**src/rtl/sobol_sng_stream_if.sv**
```systemverilog
// Operand handshake, Sobol RNG coupling and stochastic bit stream of the
// SNG stage, bundled so the source/RNG side and the SNG side share one port.
interface sobol_sng_stream_if #(
    parameter int WIDTH = 8
);
    logic [WIDTH-1:0] inData;
    logic             inValid;
    logic             inReady;
    logic             rngEnable;
    logic [WIDTH-1:0] sobolSeq;
    logic             bitOut;
    logic             bitValid;
    logic [WIDTH-1:0] onesCnt;
    logic             done;

    modport master (
        output inData, inValid, sobolSeq,
        input  inReady, rngEnable, bitOut, bitValid, onesCnt, done
    );

    modport slave (
        input  inData, inValid, sobolSeq,
        output inReady, rngEnable, bitOut, bitValid, onesCnt, done
    );
endinterface

```
**src/rtl/sobol_sng_stream.sv**
```systemverilog
// Sobol-driven stochastic number generator: one operand in, one full Sobol
// period of comparator bits out, plus an exact count of the emitted 1s.
module sobol_sng_stream #(
    parameter int WIDTH = 8
) (
    input  logic              clk,
    input  logic              rst_n,
    sobol_sng_stream_if.slave bus
);

    typedef enum logic [1:0] {
        IDLE = 2'd0,
        RUN  = 2'd1,
        DONE = 2'd2
    } state_e;

    state_e           state;
    state_e           next_state;
    logic [WIDTH-1:0] data_q;
    logic [WIDTH-1:0] period_cnt;
    logic [WIDTH-1:0] ones_acc;
    logic [WIDTH-1:0] ones_cnt;
    logic             bit_out;
    logic             bit_valid;
    logic             cmp;
    logic             last_cycle;

    // The sample on sobolSeq is the one before the RNG advances on this edge.
    assign cmp        = (data_q > bus.sobolSeq);
    assign last_cycle = (period_cnt == {WIDTH{1'b1}});

    // NOTE: state and datapath registers use non-blocking assignments so every
    // flop samples pre-edge values regardless of statement order.
    always_ff @(posedge clk or negedge rst_n) begin
        if (!rst_n) begin
            state <= IDLE;
        end else begin
            state <= next_state;
        end
    end

    // NOTE: next_state is defaulted before the case so no path leaves it
    // unassigned, which would otherwise infer a latch.
    always_comb begin
        next_state = state;
        case (state)
            IDLE:    if (bus.inValid) next_state = RUN;
            RUN:     if (last_cycle)  next_state = DONE;
            DONE:    next_state = IDLE;
            default: next_state = IDLE;
        endcase
    end

    always_ff @(posedge clk or negedge rst_n) begin
        if (!rst_n) begin
            data_q     <= '0;
            period_cnt <= '0;
            ones_acc   <= '0;
            ones_cnt   <= '0;
            bit_out    <= 1'b0;
            bit_valid  <= 1'b0;
        end else begin
            case (state)
                IDLE: begin
                    bit_valid <= 1'b0;
                    if (bus.inValid) begin
                        data_q     <= bus.inData;
                        period_cnt <= '0;
                        ones_acc   <= '0;
                    end
                end
                RUN: begin
                    bit_out    <= cmp;
                    bit_valid  <= 1'b1;
                    ones_acc   <= ones_acc + {{(WIDTH-1){1'b0}}, cmp};
                    period_cnt <= period_cnt + 1'b1;
                    // At most 2^WIDTH-1 ones per period, so the sum fits WIDTH bits.
                    if (last_cycle) begin
                        ones_cnt <= ones_acc + {{(WIDTH-1){1'b0}}, cmp};
                    end
                end
                DONE: begin
                    bit_valid <= 1'b0;
                end
                default: begin
                    bit_valid <= 1'b0;
                end
            endcase
        end
    end

    assign bus.inReady   = (state == IDLE);
    assign bus.rngEnable = (state == RUN);
    assign bus.done      = (state == DONE);
    assign bus.bitOut    = bit_out;
    assign bus.bitValid  = bit_valid;
    assign bus.onesCnt   = ones_cnt;

endmodule
```
**src/flat_wrapper.sv**
```systemverilog
// flat-port wrapper written by rule: the top's interface ports become plain ports
module sobol_sng_stream_flat 
#(
    parameter int WIDTH = 8
)
  (clk, rst_n, bus_inData, bus_inValid, bus_sobolSeq, bus_inReady, bus_rngEnable, bus_bitOut, bus_bitValid, bus_onesCnt, bus_done);
  sobol_sng_stream_if #(.WIDTH(WIDTH)) bus_i ();
  input  logic clk;
  input  logic rst_n;
  input wire logic [$bits(bus_i.inData)-1:0] bus_inData;
  input wire logic [$bits(bus_i.inValid)-1:0] bus_inValid;
  input wire logic [$bits(bus_i.sobolSeq)-1:0] bus_sobolSeq;
  output wire logic [$bits(bus_i.inReady)-1:0] bus_inReady;
  output wire logic [$bits(bus_i.rngEnable)-1:0] bus_rngEnable;
  output wire logic [$bits(bus_i.bitOut)-1:0] bus_bitOut;
  output wire logic [$bits(bus_i.bitValid)-1:0] bus_bitValid;
  output wire logic [$bits(bus_i.onesCnt)-1:0] bus_onesCnt;
  output wire logic [$bits(bus_i.done)-1:0] bus_done;
  assign bus_i.inData = bus_inData;
  assign bus_i.inValid = bus_inValid;
  assign bus_i.sobolSeq = bus_sobolSeq;
  assign bus_inReady = bus_i.inReady;
  assign bus_rngEnable = bus_i.rngEnable;
  assign bus_bitOut = bus_i.bitOut;
  assign bus_bitValid = bus_i.bitValid;
  assign bus_onesCnt = bus_i.onesCnt;
  assign bus_done = bus_i.done;
  sobol_sng_stream #(.WIDTH(WIDTH)) u_core (.clk(clk), .rst_n(rst_n), .bus(bus_i));
endmodule
```
**config.mk**
```make
export PLATFORM = sky130hd
export DESIGN_NAME = sobol_sng_stream_flat
export DESIGN_NICKNAME = d
export VERILOG_FILES = /design/src/rtl/sobol_sng_stream_if.sv /design/src/rtl/sobol_sng_stream.sv /design/src/flat_wrapper.sv
export SDC_FILE = /design/constraint.sdc
export NUM_CORES = 1
export LEC_CHECK = 0
export BUFFER_PORTS_ARGS = -buffer_cell sky130_fd_sc_hd__buf_2
export CAP_MARGIN = 20
export CORE_MARGIN = 2
export CORE_UTILIZATION = 59
export DETAILED_ROUTE_END_ITERATION = 8
export MAX_ROUTING_LAYER = met4
export PLACE_DENSITY = 0.84
export SLEW_MARGIN = 30
export SYNTH_ARGS = -nofsm -noshare
export SYNTH_HDL_FRONTEND = slang
export SYNTH_SLANG_ARGS = --single-unit
export TNS_END_PERCENT = 1
```
**constraint.sdc**
```tcl
create_clock -name clk -period 3.7 [get_ports clk]
set_input_delay 0.74 -clock clk [delete_from_list [all_inputs] [get_ports clk]]
set_output_delay 0.74 -clock clk [all_outputs]
set_load 0.05 [all_outputs]
```
== Word level (Yosys, flattened, before mapping) ==
Cells that the tools add are included.

* Register bits after elaboration: 36
* Input port bits: 19
* Word-level logic and storage cells: 28

* $add $sub $neg: 2
* Order comparisons: 1
* Equal/unequal tests: 5
* Muxes and demuxes: 7
* Reductions and logical operators: 6

{| class="wikitable"
|+ Operators with widths
! kind !! number
|-
| $pmux W8 S2 || 2
|-
| $add A8 B1 Y8 || 1
|-
| $add A8 B1 Y8 const B || 1
|-
| $eq A8 B8 Y1 const B || 1
|-
| $gt A8 B8 Y1 || 1
|-
| $mux W8 || 1
|-
| $reduce_and A2 Y1 || 4
|-
| $mux W2 || 2
|-
| $pmux W2 S2 || 1
|-
| $eq A2 B1 Y1 const B || 1
|-
| $eq A2 B2 Y1 const B || 1
|-
| $logic_not A2 Y1 || 1
|-
| $ne A2 B1 Y1 const B || 1
|-
| $ne A2 B2 Y1 const B || 1
|-
| $reduce_bool A2 Y1 || 1
|-
| $mux W1 || 1
|}

== Depth between registers and ports, before layout ==
Gate-level depths: netlist of the first run.

* Depth after elaboration: 3
* Gate-level depth with buffers: 12
* Depth with buffers taken out: 11

== Least setup slack after synthesis of the first run ==
Ideal clock, no wire load.

* Kind: in2reg
* From: input bus_sobolSeq[1]
* To: register u_core.ones_acc[6]
* Setup time: 128 ps
* Arrival: 2417 ps
* Data required time: 3572 ps
* Path slack: 1154 ps
* Cell stages on the path: 11
* Path buffers: 0
* Cells stage by stage: inv_1 ha_1 nor2b_1 o211a_1 o21ai_0 a22oi_1 ha_1 ha_1 nand3_1 xor2_1 o21ai_0

* Word-level cells in the longest chain between the ends: 3

{| class="wikitable"
|+ Ends and longest elaborated chain
! item !! line !! RTL
|-
| start, declared || flat_wrapper.sv:12 || <nowiki>input wire logic [$bits(bus_i.sobolSeq)-1:0] bus_sobolSeq;</nowiki>
|-
| $gt A8 B8 Y1 || sobol_sng_stream.sv:29 || <nowiki>assign cmp = (data_q > bus.sobolSeq);</nowiki>
|-
| named net u_core.cmp || sobol_sng_stream.sv:25 || <nowiki>logic cmp;</nowiki>
|-
| $add A8 B1 Y8 || sobol_sng_stream.sv:75 || <nowiki>ones_acc <= ones_acc + {{(WIDTH-1){1'b0}}, cmp};</nowiki>
|-
| $pmux W8 S2 || sobol_sng_stream.sv:63 || <nowiki>case (state)</nowiki>
|-
| end signal, assigned || sobol_sng_stream.sv:75 ||
|-
| end, declared || sobol_sng_stream.sv:21 || <nowiki>logic [WIDTH-1:0] ones_acc;</nowiki>
|}

The timed path passes the listed nets, and every way through them passes these cells.
A chain may end at the register's enable or synchronous reset.

== Worst setup path in the final report of the first run ==
* From: register u_core.state[1]
* To: output bus_rngEnable

* Word-level cells in the longest chain between the ends: 1

{| class="wikitable"
|+ Ends and longest elaborated chain
! item !! line !! RTL
|-
| start, declared || sobol_sng_stream.sv:17 || <nowiki>state_e state;</nowiki>
|-
| start signal, assigned || sobol_sng_stream.sv:38 || <nowiki>state <= next_state;</nowiki>
|-
| $eq A2 B1 Y1 || sobol_sng_stream.sv:93 || <nowiki>assign bus.rngEnable = (state == RUN);</nowiki>
|-
| end, declared || flat_wrapper.sv:14 || <nowiki>output wire logic [$bits(bus_i.rngEnable)-1:0] bus_rngEnable;</nowiki>
|}

No other way between the ends.

==> results of run 1 <==
-- layer usage --
metal	share of wire	up-vias	wire length, um	GRT usage
li1	-	709	-	-
met1	0.43	668	1534	0.2925
met2	0.50	30	1772	0.3893
met3	0.049	6	173	0.06550
met4	0.017	0	59	0.1039
met5	0	-	0	-
-- kinds of logic after synthesis --
family	Yosys count	synth area share
AOI/OAI and AO/OA	42	0.1441
muxes	4	0.02355
and+or+nand+nor	70	0.1787
xor gates and xnor gates	6	0.02909
adders and majority gates	11	0.07618
DFF	36	0.4986
buffers and inverters	19	0.04986
-- where the power goes --
part | total [mW] | switching, mW | internal, mW
clock | 0.315 | 0.135 | 0.179
combinational | 0.0348 | 0.0189 | 0.0159
sequential | 0.401 | 0.00352 | 0.398
-- worst max-delay path, stage by stage (launching register included) --
cell and delay (ns):
dfrtp_1 0.41, nand2b_1 0.45, inv_1 0.51, buf_2 0.35
-- stage by stage --
step | area, sq um | instances | total power [mW] | setup WS [ns] | util
global route | 2049 | 252 | 0.7779 | 0.7145 | 0.6882
detailed placement | 1954 | 244 | 0.4433 | 0.8197 | 0.6563
floorplan | 1807 | 188 | 0.4221 | 1.154 | -
global placement | 1954 | 244 | 0.4423 | 0.9787 | 0.6563
finish | 2049 | 252 | 0.7509 | 0.8771 | 0.6882
CTS | 2049 | 252 | 0.7539 | 0.8882 | 0.6882
-- registers in the layout, indices dropped and copies added (netlist names) --
register	flops
u_core.period_cnt	8
u_core.data_q	8
u_core.state	2
u_core.bus.bitOut	1
u_core.bus.onesCnt	8
u_core.bus.bitValid	1
u_core.ones_acc	8
-- final timing paths --
kind / from / endpoint / cells after the start
min reg2reg: u_core.period_cnt[7]$_DFFE_PN0P_ / u_core.period_cnt[7]$_DFFE_PN0P_ / 1
max reg2reg: u_core.data_q[1]$_DFFE_PN0P_ / u_core.ones_acc[6]$_DFFE_PN0P_ / 10
min in group clk: u_core.period_cnt[7]$_DFFE_PN0P_ / u_core.period_cnt[7]$_DFFE_PN0P_ / 1
max: u_core.state[1]$_DFFE_PN0P_ / bus_rngEnable / 3
max in group asynchronous: rst_n / u_core.bus.bitOut$_DFFE_PN0P_ / 1
min: rst_n / u_core.period_cnt[1]$_DFFE_PN0P_ / 1
-- cell usage in the layout, fill, tap and decap left out, types with 2 or more instances in the layout --
master    synthesis  layout
a22o_1            3       3
nor2_1           13      13
nand3_1           7       7
o22ai_1           2       2
mux2_2            2       2
inv_1            11      11
xor2_1            4       4
clkbuf_8          0       2
dfrtp_1          36      36
nand4_1           2       2
o21ai_0          18      18
ha_1             11      11
and4_1            2       2
nor2b_1           2       2
and3_1            4       4
a31oi_1           2       2
o31ai_1           3       3
a21oi_2           3       3
buf_2             3      31
nand2_1          35      35
a21oi_1           6       6
clkbuf_4          0       5
mux2i_1           2       2
xnor2_1           2       2
-- cell type report --
cell class / instances / area [sq um]
Multi-Input combinational cell: 133 / 815.8
Inverter: 11 / 41.29
Clock buffer: 7 / 65.06
Clock inverter: 1 / 30.03
Sequential cell: 36 / 900.9
Tap cell: 33 / 41.29
Fill cell: 242 / 928.4
Timing Repair Buffer: 31 / 155.1
==> metrics.cfg, run 1 <==
[synthesis]
avgSynthCellArea_sq_um=9.610
ys_warn_count=0
synth_common_cells=dfrtp_1 (36), nand2_1 (35), o21ai_0 (18)
syn-instance-count=188
async_flop_share=1.000
yosys.area.top_type_share=0.4986
synth_largest_area_cell=dfrtp_1
synth_edf_count=0
ys_seq_area_frac=0.4986
synth_fp_nets=218
synth_most_common_cell=dfrtp_1
ys_top_cells_by_area=dfrtp_1 (50%), ha_1 (7.6%), nand2_1 (7.3%), o21ai_0 (5.0%), nor2_1 (2.7%)
synth.distinct_cells=34
synth_seq_cells=36
synth-main-ff-cell=dfrtp_1
syn_area_sq_mm=0.001807

[power_and_ir_drop]
ir_drop_uv=278.6
p_leak_nw=1.024
p_per_area_mw_per_mm2=366.4

[run]
maxCapViolations=0

[clocking]
cts_max_path_buffers=2
cts_tree=done
cts_hold_buffers=0
clk_pin_slew_ns=0.11
cts_resized=0
numCtsBuffers=5
cts_root_buffer=clkbuf_4
numClockSinks=36
clk_latency_ns=0.35
htreeDepth=2
post_cts_buffers=0

[cells_and_area]
drive_above_1_share=0.2055
finalNetCount=248
antenna_cells=0
syn_to_final_growth_pct=13.44

[outcome]
status=finished clean

[timing]
finalCriticalPeriod_ns=2.823
setup-tns-final_ns=0
tightest_slew_ns=0.9531
finalCritPeriodShare=0.7629
slew_headroom=0.3633
holdWs_ns=0.4528
max_freq_mhz=354.3
rsz0062_at_grt=false
finClkSkew_ns=0.004641
setup_viol=0
finalHoldViolations=0
maxSlewViolCount=0

[die]
die_h_um=59.34
row_count=20
die_w_um=59.34
initial_utilization=0.6067
core_area_sq_mm=0.002978
fp.dieArea_sq_mm=0.003521
pin_count=32

[global_route]
grt_pass1_wl_um=6085
globalRouteOverflowTotal=0
grt_pass1_vias=1416
grt_max_degree=37
grt.total_usage=0.2446
antenna_found_initial=0

[routing]
via_per_inst=5.607
dr_total_vias=1413
wl_per_cell_um=14.04
drt_iter0_drc=68
dr.pass1.iters=4
final_antenna_net_count=0
drc=0
wl_um=3539

[critical_path]
cp_max_fo=17
cp-end-kind=output port
rrSetupSlack_ns=1.28
critPathKind=reg2out
arrival_ns=2.08
start_kind=register
cp.required_ns=2.96

[placement]
port_buffers=31
dp_hpwl_um=2435
gp_congestion=0.7967

[min_path]
hold_path.class=in2async

Power figures use the tool's default switching activity.
==> run 2, diff against run 1 <==
Settings changed: CORE_UTILIZATION 59 to 55, PLACE_DENSITY 0.84 to 0.79.
Clock period 3.7 ns to 2.6 ns, I/O delays scaled along.
==> run 2 against run 1 <==
Via count is 1.8% higher. Clock power is 41% higher. Hold slack worse by 0.21 ns. Clock skew is 0.0016 ns lower. Total power is 42% higher. Sequential share of layout area is 0.76 points lower. Critical path depth is 7 higher. Count of clock-buffer cells in the layout stayed put. Sequential cell count stayed put. Global-route usage is 0.88 points lower. Final cell count is 5.6% higher. Critical path type is now reg2reg.
==> metrics.cfg, run 2 (synthesized netlist as in run 1, its figures left out) <==
[outcome]
status=finished clean

[global_route]
grt_pass1_vias=1465
grt.total_usage=0.2358
grt_pass1_wl_um=6258
grt_max_degree=37
antenna_found_initial=0
globalRouteOverflowTotal=0

[clocking]
clk_latency_ns=0.34
cts_resized=0
numCtsBuffers=5
htreeDepth=2
cts_hold_buffers=0
cts_tree=done
cts_max_path_buffers=2
cts_root_buffer=clkbuf_4
clk_pin_slew_ns=0.11
post_cts_buffers=0
numClockSinks=36

[critical_path]
arrival_ns=2.52
cp_max_fo=5
critPathKind=reg2reg
cp-end-kind=register
start_kind=register
cp.required_ns=2.81

[routing]
dr.pass1.iters=4
final_antenna_net_count=0
wl_per_cell_um=12.88
drc=0
via_per_inst=5.406
wl_um=3425
dr_total_vias=1438
drt_iter0_drc=105

[die]
initial_utilization=0.5870
die_w_um=61.32
row_count=20
pin_count=32
fp.dieArea_sq_mm=0.003760
core_area_sq_mm=0.003078
die_h_um=61.32

[run]
maxCapViolations=0

[power_and_ir_drop]
p_leak_nw=1.039
p_per_area_mw_per_mm2=510.3
ir_drop_uv=398.6

[timing]
setup-tns-final_ns=0
finClkSkew_ns=0.003068
max_freq_mhz=432.9
maxSlewViolCount=0
finalHoldViolations=0
finalCritPeriodShare=0.8885
finalCriticalPeriod_ns=2.310
setup_viol=0
tightest_slew_ns=0.7903
slew_headroom=0.4731
holdWs_ns=0.2424
rsz0062_at_grt=false

[cells_and_area]
drive_above_1_share=0.2162
final_common_cell=dfrtp_1
antenna_cells=0
syn_to_final_growth_pct=15.44
finalNetCount=251
fin_util=0.6776
stdcell_area_sq_mm=0.002086
final_cell_mix=dfrtp_1 (36), nand2_1 (35), buf_2 (31)

[placement]
dp_hpwl_um=2496
port_buffers=31
gp_congestion=0.7792
dpl-instance-area_sq_mm=0.001991

[min_path]
hold_path.class=in2async

[run 2: cell types whose count changed in the layout (fill, tap and decap cells not counted)]
cell / delta
buf_4: +3
[run 2: path summary, 6_finish.rpt]
path                                               start                                end  cells past startpoint  slack (ns)
setup / recovery            u_core.data_q[1]$_DFFE_PN0P_     u_core.ones_acc[6]$_DFFE_PN0P_                     10        0.29
hold / removal                                     rst_n       u_core.data_q[0]$_DFFE_PN0P_                      1        0.24
setup reg to reg            u_core.data_q[1]$_DFFE_PN0P_     u_core.ones_acc[6]$_DFFE_PN0P_                     10        0.29
hold reg to reg            u_core.bus.bitOut$_DFFE_PN0P_      u_core.bus.bitOut$_DFFE_PN0P_                      2        0.50
max in group asynchronous                          rst_n  u_core.bus.onesCnt[1]$_DFFE_PN0P_                      1        1.86
min in group clk                           bus_inData[1]       u_core.data_q[1]$_DFFE_PN0P_                      3        0.35
[run 2: cell type report]
class / instances / area [sq um]
Sequential cell: 36 / 900.9
Multi-Input combinational cell: 133 / 815.8
Inverter: 11 / 41.29
Clock inverter: 1 / 30.03
Clock buffer: 7 / 65.06
Timing Repair Buffer: 34 / 177.7
Fill cell: 265 / 992.2
Tap cell: 44 / 55.05
[run 2: stage by stage]
| stage | instances | total power, mW | setup WS [ns] |
|---|---|---|---|
| 3_3_place_gp | 258 | 0.6282 | 0.07634 |
| 2_1_floorplan | 188 | 0.6008 | 0.2744 |
| 6_report | 266 | 1.064 | 0.2899 |
| 4_1_cts | 266 | 1.075 | 0.2786 |
| 3_5_place_dp | 258 | 0.6314 | 0.01416 |
| 5_1_grt | 266 | 1.103 | 0.08629 |
[run 2: worst max-delay path, stage by stage, from the launching register on]
cell and delay, ns:
dfrtp_1 0.39, ha_1 0.28, nor2b_1 0.13, o211a_1 0.22, o21ai_0 0.16, a22oi_1 0.09, ha_1 0.21, ha_1 0.25
nand3_1 0.12, xor2_1 0.22, o21ai_0 0.10
[run 2: power breakdown]
group	leakage [nW]	total, mW	switching, mW	internal (mW)
clock	0.0515	0.445	0.189	0.255
combinational	0.555	0.0488	0.0264	0.0224
sequential	0.432	0.571	0.00478	0.566
[run 2: routing by layer]
metal | vias up | global-route usage | part of all wire
met1 | 679 | 0.2746 | 0.44
met3 | 8 | 0.07563 | 0.053
li1 | 714 | - | -
met5 | - | - | 0
met2 | 37 | 0.3860 | 0.49
met4 | 0 | 0.07764 | 0.019
